## src/rtl/datapath_seq.sv

```systemverilog
`default_nettype none
// +----------------------------------------------------------------------------+
// | datapath_seq: register file + Y/Z latches + ALU driven by a built-in        |
// | LOADY/EXEC/WB micro-sequencer. DATAPATH_SAT_EN: saturating ADD/SUB/ADDI.    |
// | Rev 1.0                                                                     |
// +----------------------------------------------------------------------------+
module datapath_seq #(
  parameter int DATA_W   = 32,
  parameter int NUM_REGS = 16,
  parameter int AW       = $clog2(NUM_REGS)
) (
  input  logic              clk,
  input  logic              clr,
  input  logic              start,
  input  logic [2:0]        op,
  input  logic [AW-1:0]     ra,
  input  logic [AW-1:0]     rb,
  input  logic [AW-1:0]     rc,
  input  logic [DATA_W-1:0] imm,
  output logic              busy,
  output logic              done,
  output logic [DATA_W-1:0] result,
  output logic              flag_z,
  output logic              flag_n,
  output logic              flag_v,
  input  logic [AW-1:0]     dbg_addr,
  output logic [DATA_W-1:0] dbg_data
);

  localparam int SHW = $clog2(DATA_W);

  localparam logic [2:0] OP_ADD  = 3'b000;
  localparam logic [2:0] OP_SUB  = 3'b001;
  localparam logic [2:0] OP_AND  = 3'b010;
  localparam logic [2:0] OP_OR   = 3'b011;
  localparam logic [2:0] OP_SHL  = 3'b100;
  localparam logic [2:0] OP_SHR  = 3'b101;
  localparam logic [2:0] OP_ADDI = 3'b110;
  localparam logic [2:0] OP_MOV  = 3'b111;

`ifdef DATAPATH_SAT_EN
  localparam logic [DATA_W-1:0] MAX_POS = {1'b0, {(DATA_W-1){1'b1}}};
  localparam logic [DATA_W-1:0] MIN_NEG = {1'b1, {(DATA_W-1){1'b0}}};
`endif

  typedef enum logic [1:0] {
    S_IDLE  = 2'd0,
    S_LOADY = 2'd1,
    S_EXEC  = 2'd2,
    S_WB    = 2'd3
  } state_t;

  state_t state_q, state_d;

  logic [DATA_W-1:0] regs_q [NUM_REGS];
  logic [DATA_W-1:0] y_q, z_q, result_q, imm_q;
  logic [2:0]        op_q;
  logic [AW-1:0]     ra_q, rb_q, rc_q;
  logic              v_q, flag_z_q, flag_n_q, flag_v_q;

  logic [DATA_W-1:0] rb_val, rc_val, alu_b, alu_sum, alu_diff, alu_res;
  logic              alu_v;

  // R0 is hard-wired to zero on every read port.
  assign rb_val   = (rb_q == '0)     ? '0 : regs_q[rb_q];
  assign rc_val   = (rc_q == '0)     ? '0 : regs_q[rc_q];
  assign dbg_data = (dbg_addr == '0) ? '0 : regs_q[dbg_addr];

  assign result = result_q;
  assign flag_z = flag_z_q;
  assign flag_n = flag_n_q;
  assign flag_v = flag_v_q;

  always_ff @(posedge clk or posedge clr) begin
    if (clr) state_q <= S_IDLE;
    else     state_q <= state_d;
  end

  always_comb begin
    state_d = state_q;
    busy    = 1'b1;
    done    = 1'b0;
    case (state_q)
      S_IDLE: begin
        busy = 1'b0;
        if (start) state_d = S_LOADY;
      end
      S_LOADY: state_d = S_EXEC;
      S_EXEC:  state_d = S_WB;
      S_WB: begin
        done    = 1'b1;
        state_d = S_IDLE;
      end
      default: state_d = S_IDLE;
    endcase
  end

  always_comb begin
    alu_b    = (op_q == OP_ADDI) ? imm_q : rc_val;
    alu_sum  = y_q + alu_b;
    alu_diff = y_q - alu_b;
    alu_res  = '0;
    alu_v    = 1'b0;
    case (op_q)
      OP_ADD, OP_ADDI: begin
        alu_res = alu_sum;
        alu_v   = (y_q[DATA_W-1] == alu_b[DATA_W-1]) && (alu_sum[DATA_W-1] != y_q[DATA_W-1]);
      end
      OP_SUB: begin
        alu_res = alu_diff;
        alu_v   = (y_q[DATA_W-1] != alu_b[DATA_W-1]) && (alu_diff[DATA_W-1] != y_q[DATA_W-1]);
      end
      OP_AND:  alu_res = y_q & alu_b;
      OP_OR:   alu_res = y_q | alu_b;
      OP_SHL:  alu_res = y_q << alu_b[SHW-1:0];
      OP_SHR:  alu_res = y_q >> alu_b[SHW-1:0];
      OP_MOV:  alu_res = y_q;
      default: alu_res = '0;
    endcase
`ifdef DATAPATH_SAT_EN
    // On overflow the true result has the sign of Y for both add and subtract.
    if (alu_v) alu_res = y_q[DATA_W-1] ? MIN_NEG : MAX_POS;
`endif
  end

  always_ff @(posedge clk or posedge clr) begin
    if (clr) begin
      for (int i = 0; i < NUM_REGS; i++) regs_q[i] <= '0;
      y_q      <= '0;
      z_q      <= '0;
      v_q      <= 1'b0;
      result_q <= '0;
      flag_z_q <= 1'b0;
      flag_n_q <= 1'b0;
      flag_v_q <= 1'b0;
      op_q     <= '0;
      ra_q     <= '0;
      rb_q     <= '0;
      rc_q     <= '0;
      imm_q    <= '0;
    end else begin
      case (state_q)
        S_IDLE: begin
          if (start) begin
            op_q  <= op;
            ra_q  <= ra;
            rb_q  <= rb;
            rc_q  <= rc;
            imm_q <= imm;
          end
        end
        S_LOADY: y_q <= rb_val;
        S_EXEC: begin
          z_q <= alu_res;
          v_q <= alu_v;
        end
        S_WB: begin
          if (ra_q != '0) regs_q[ra_q] <= z_q;
          result_q <= z_q;
          flag_z_q <= (z_q == '0);
          flag_n_q <= z_q[DATA_W-1];
          flag_v_q <= v_q;
        end
        default: ;
      endcase
    end
  end

endmodule
`default_nettype wire
```

## config.mk

```make
export PLATFORM = sky130hd
export DESIGN_NAME = datapath_seq
export DESIGN_NICKNAME = d
export VERILOG_FILES = /design/src/rtl/datapath_seq.sv
export SDC_FILE = /design/constraint.sdc
export NUM_CORES = 2
export LEC_CHECK = 0
export CELL_PAD_IN_SITES_DETAIL_PLACEMENT = 1
export CELL_PAD_IN_SITES_GLOBAL_PLACEMENT = 1
export CORE_ASPECT_RATIO = 1.4
export CORE_MARGIN = 2
export CORE_UTILIZATION = 50
export DETAILED_ROUTE_END_ITERATION = 10
export PLACE_DENSITY = 0.79
export SYNTH_ARGS = -nofsm -noshare
export SYNTH_HDL_FRONTEND = slang
export SYNTH_SLANG_ARGS = --single-unit
```

## constraint.sdc

```tcl
create_clock -name clk -period 31.2 [get_ports clk]
set_input_delay 6.24 -clock clk [delete_from_list [all_inputs] [get_ports clk]]
set_output_delay 6.24 -clock clk [all_outputs]
set_load 0.1 [all_outputs]
```

==> flow_summary_export.csv <==
group,metric,value,unit
run_status,outcome,"finished, final reports clean",
synthesis,synth_fp_nets,3687,
global_routing,grt_start_max_net_pins,119,
synthesis,synth_cell_types,80,
cts,cts_resized,0,
cts,postCtsHoldBufs,0,
floorplanning,pin_count,123,
floorplanning,fp.dieW,255.7,µm
synthesis,postSynth.asyncResetShare,100.0,%
synthesis,compound_gate_portion_of_the_synthesized_area,8.885,%
synthesis,synthesis_warning_total,0,
floorplanning,die_h,356.3,µm
setup_path,critPathKind,"input port to primary output",
routing,detailroute.via_count,34940,
global_routing,antenna_found_initial,14,
synthesis,synthFlopType,"dfrtp_1",
cts,clock_tree.htree_level_count,3,
synthesis,yosysSeqAreaShare,37.26,%
synthesis,yosys-mux-area-fraction,40.28,%
sta,fmax,60.10,MHz
sta,setup_viol,0,
sta,final_max_slew_viol_count,0,
synthesis,synth_top_cell_by_area,"dfrtp_1",
global_routing,grt_pass1_wl,260000,µm
synthesis,yosys.area.top_type_share,37.26,%
cts,ctsRootBufferMaster,"clkbuf_16",
hold_path,timing.hold.worst.class,"register to register",
routing,detail_route.first_pass.iterations,5,
floorplanning,die_area,91090,µm²
setup_path,cp.required,24.96,ns
cts,clock_transition_at_the_registers_of_the_reported_paths,0.06,ns
routing,routed_via_density,7.441,
setup_path,cp_cell_sequence,"buf_8, buf_4, mux4_2, mux4_2, nor2b_1, clkdlybuf4s50_1",
routing,routed_wl,176100,µm
synthesis,ys_seq_elements,660,
cells_and_area,fin_nets,3617,
sta,max-slew-margin-rel,11.78,%
setup_path,worstSetupStartpointType,"input port",
run,cap_violations,0,
cells_and_area,areaGrowthSynthToFinish,10.38,%
sta,timing.setup.tns,0,ns
sta,finalCriticalPeriod,16.64,ns
cts,tritoncts,"yes",
setup_path,crit_path_max_fanout,80,
setup_path,worst_path_dominant_cell_family,"buffers and inverters",
sta,final.setup_skew,0.03933,ns
setup_path,critical_path.slowest_cell,"clkdlybuf4s50_1",
setup_path,cpPeakStageDelay,1.01,ns
synthesis,synthCells,3532,
global_routing,number_of_global_route_vias_before_repair,37370,
sta,fin_crit_sh,53.33,%
global_routing,gr-usage-all-layers,38.72,%
sta,tightestPinTransition,1.309,ns
synthesis,post_synthesis_share_of_cell_area_spent_on_xor_and_xnor_gates,0.7706,%
floorplanning,initial_core_util,50.30,%
cts,cts.sink_count,660,
synthesis,synth-edff-count,0,
cts,cts.path.max_buffers,3,
synthesis,synth.top_cells.by_area,"dfrtp_1 37%, mux4_2 24%, mux2_2 15%",
setup_path,critPathArrivalTime,10.40,ns
setup_path,critical_path.n_buffers_inverters,3,
sta,rsz0062_at_grt,"false",
synthesis,syn-mean-instance-area,12.55,µm²
cts,cts_buffer_count,71,
routing,routedWlPerCell,37.51,µm
sta,hold_viol,0,
routing,drt-initial-drc-count,4162,
routing,postRouteAntennaNets,0,
cells_and_area,fillers,8671,
cts,postCtsSetupRepairBufs,0,
setup_path,cp_common_cell,"mux4_2",
cells_and_area,multiInputGateArea,26100,µm²
cells_and_area,regArea,16540,µm²
synthesis,post_synth_and_or_nand_nor_area_fraction,5.696,%
synthesis,mappedNetlistArea,44330,µm²
synthesis,synthAdderAreaFrac,2.868,%
routing,route.detailed.drc,0,
placement,portBuffers,122,
floorplanning,design.core.area,88130,µm²
floorplanning,rows,129,
placement,place_hpwl,111500,µm
setup_path,cp-end-kind,"primary output",
cts,worstSkewPairLatency,0.70,ns
global_routing,grt_overflow_total,0,
placement,gp_routability_congestion,1.040,
synthesis,synth_top_family_by_area,"multiplexers",
cells_and_area,post_route_cells_drive_above_1_share,36.98,%
## layout make-up
type | count | area share [%]
clock buffer | 96 | 4.150
clock inverter | 30 | 0.8617
antenna | 2 | 0.01023
timing repair buffer | 205 | 3.792
multi-input combinational | 2392 | 53.35
tap | 1179 | 3.015
inverter | 132 | 1.028
sequential | 660 | 33.80
## worst paths after layout
check | cells past startpoint | endpoint | slack (ns) | from
setup reg to reg | 18 | z_q[30] | 22.94 | rc_q[0]
min in group asynchronous | 2 | regs_q[233] | 6.14 | clr
hold / removal | 0 | regs_q[497] | 0.42 | regs_q[497]
hold reg to reg | 0 | regs_q[497] | 0.42 | regs_q[497]
setup / recovery | 6 | dbg_data[22] | 14.56 | dbg_addr[0]
max in group asynchronous | 5 | regs_q[89] | 21.83 | clr
## cell families after synthesis
group | count (synthesis)
compound gates | 588
xor+xnor | 39
fa+ha+maj | 101
buf+inv | 480
flops | 660
mux | 1131
simple gates | 533
## stage by stage
step	hold slack, ns	worst slack [ns]	instances	utilization, %	instance area (µm²)
3_5_place_dp	0.4028	14.58	4568	52.73	46470
6_report	0.4157	14.56	4696	55.52	48930
2_1_floorplan	0.4580	6.464	3532	-	44330
4_1_cts	0.4177	14.52	4694	55.51	48920
5_1_grt	0.4422	14.37	4694	55.52	48930
3_3_place_gp	0.3977	14.69	4568	52.73	46470
## layout by cell type (no fill, tap or decap), drive strengths merged, types with 9 or more instances in the layout
cell / netlist / routed
o21ai: 76 / 76
o2111ai: 16 / 16
nor3: 38 / 38
dfrtp: 660 / 660
a22oi: 42 / 42
a211oi: 17 / 17
nand2: 161 / 161
nor2b: 47 / 47
ha: 100 / 100
xor2: 10 / 10
a21o: 10 / 10
a31oi: 26 / 26
mux4: 465 / 465
a21oi: 166 / 166
nand2b: 17 / 17
o211ai: 19 / 19
a22o: 36 / 36
o22ai: 61 / 61
mux2i: 94 / 94
a221oi: 17 / 17
inv: 131 / 137
nand4: 9 / 9
clkinv: 1 / 17
nor2: 159 / 159
o21bai: 15 / 15
mux2: 572 / 572
buf: 123 / 87
xnor2: 29 / 29
nand3: 33 / 33
clkbuf: 225 / 96
nor4: 19 / 19
and3: 13 / 13
o31ai: 9 / 9
clkdlybuf4s50: 0 / 118
## registers in the layout, summed over array words and instances, names as in the netlist
name     cells
z_q         32
rb_q         4
op_q         3
ra_q         4
result      32
state_q      2
rc_q         4
flag_z       1
imm_q       32
v_q          1
y_q         32
regs_q     512
flag_v       1
## Yosys cell counts (all sizes together), types with 10 or more instances
| cell type | n |
|---|---|
| a211oi | 17 |
| a21o | 10 |
| a21oi | 166 |
| a221oi | 17 |
| a22o | 36 |
| a22oi | 42 |
| a31oi | 26 |
| and3 | 13 |
| buf | 123 |
| clkbuf | 225 |
| dfrtp | 660 |
| ha | 100 |
| inv | 131 |
| mux2 | 572 |
| mux2i | 94 |
| mux4 | 465 |
| nand2 | 161 |
| nand2b | 17 |
| nand3 | 33 |
| nor2 | 159 |
| nor2b | 47 |
| nor3 | 38 |
| nor4 | 19 |
| o2111ai | 16 |
| o211ai | 19 |
| o21ai | 76 |
| o21bai | 15 |
| o22ai | 61 |
| xnor2 | 29 |
| xor2 | 10 |
## per-layer routing
layer / routed length, µm / part of all wire [%] / global-route usage [%]
met1: 61830 / 35 / 47.15
met2: 84160 / 48 / 62.42
met3: 17390 / 9.9 / 9.228
met4: 12670 / 7.2 / 24.60
met5: 74 / 0.042 / 0
Power is left out: the tool's default activity adds up to more than one toggle a clock period on the data nets, which glitch-free logic cannot reach.
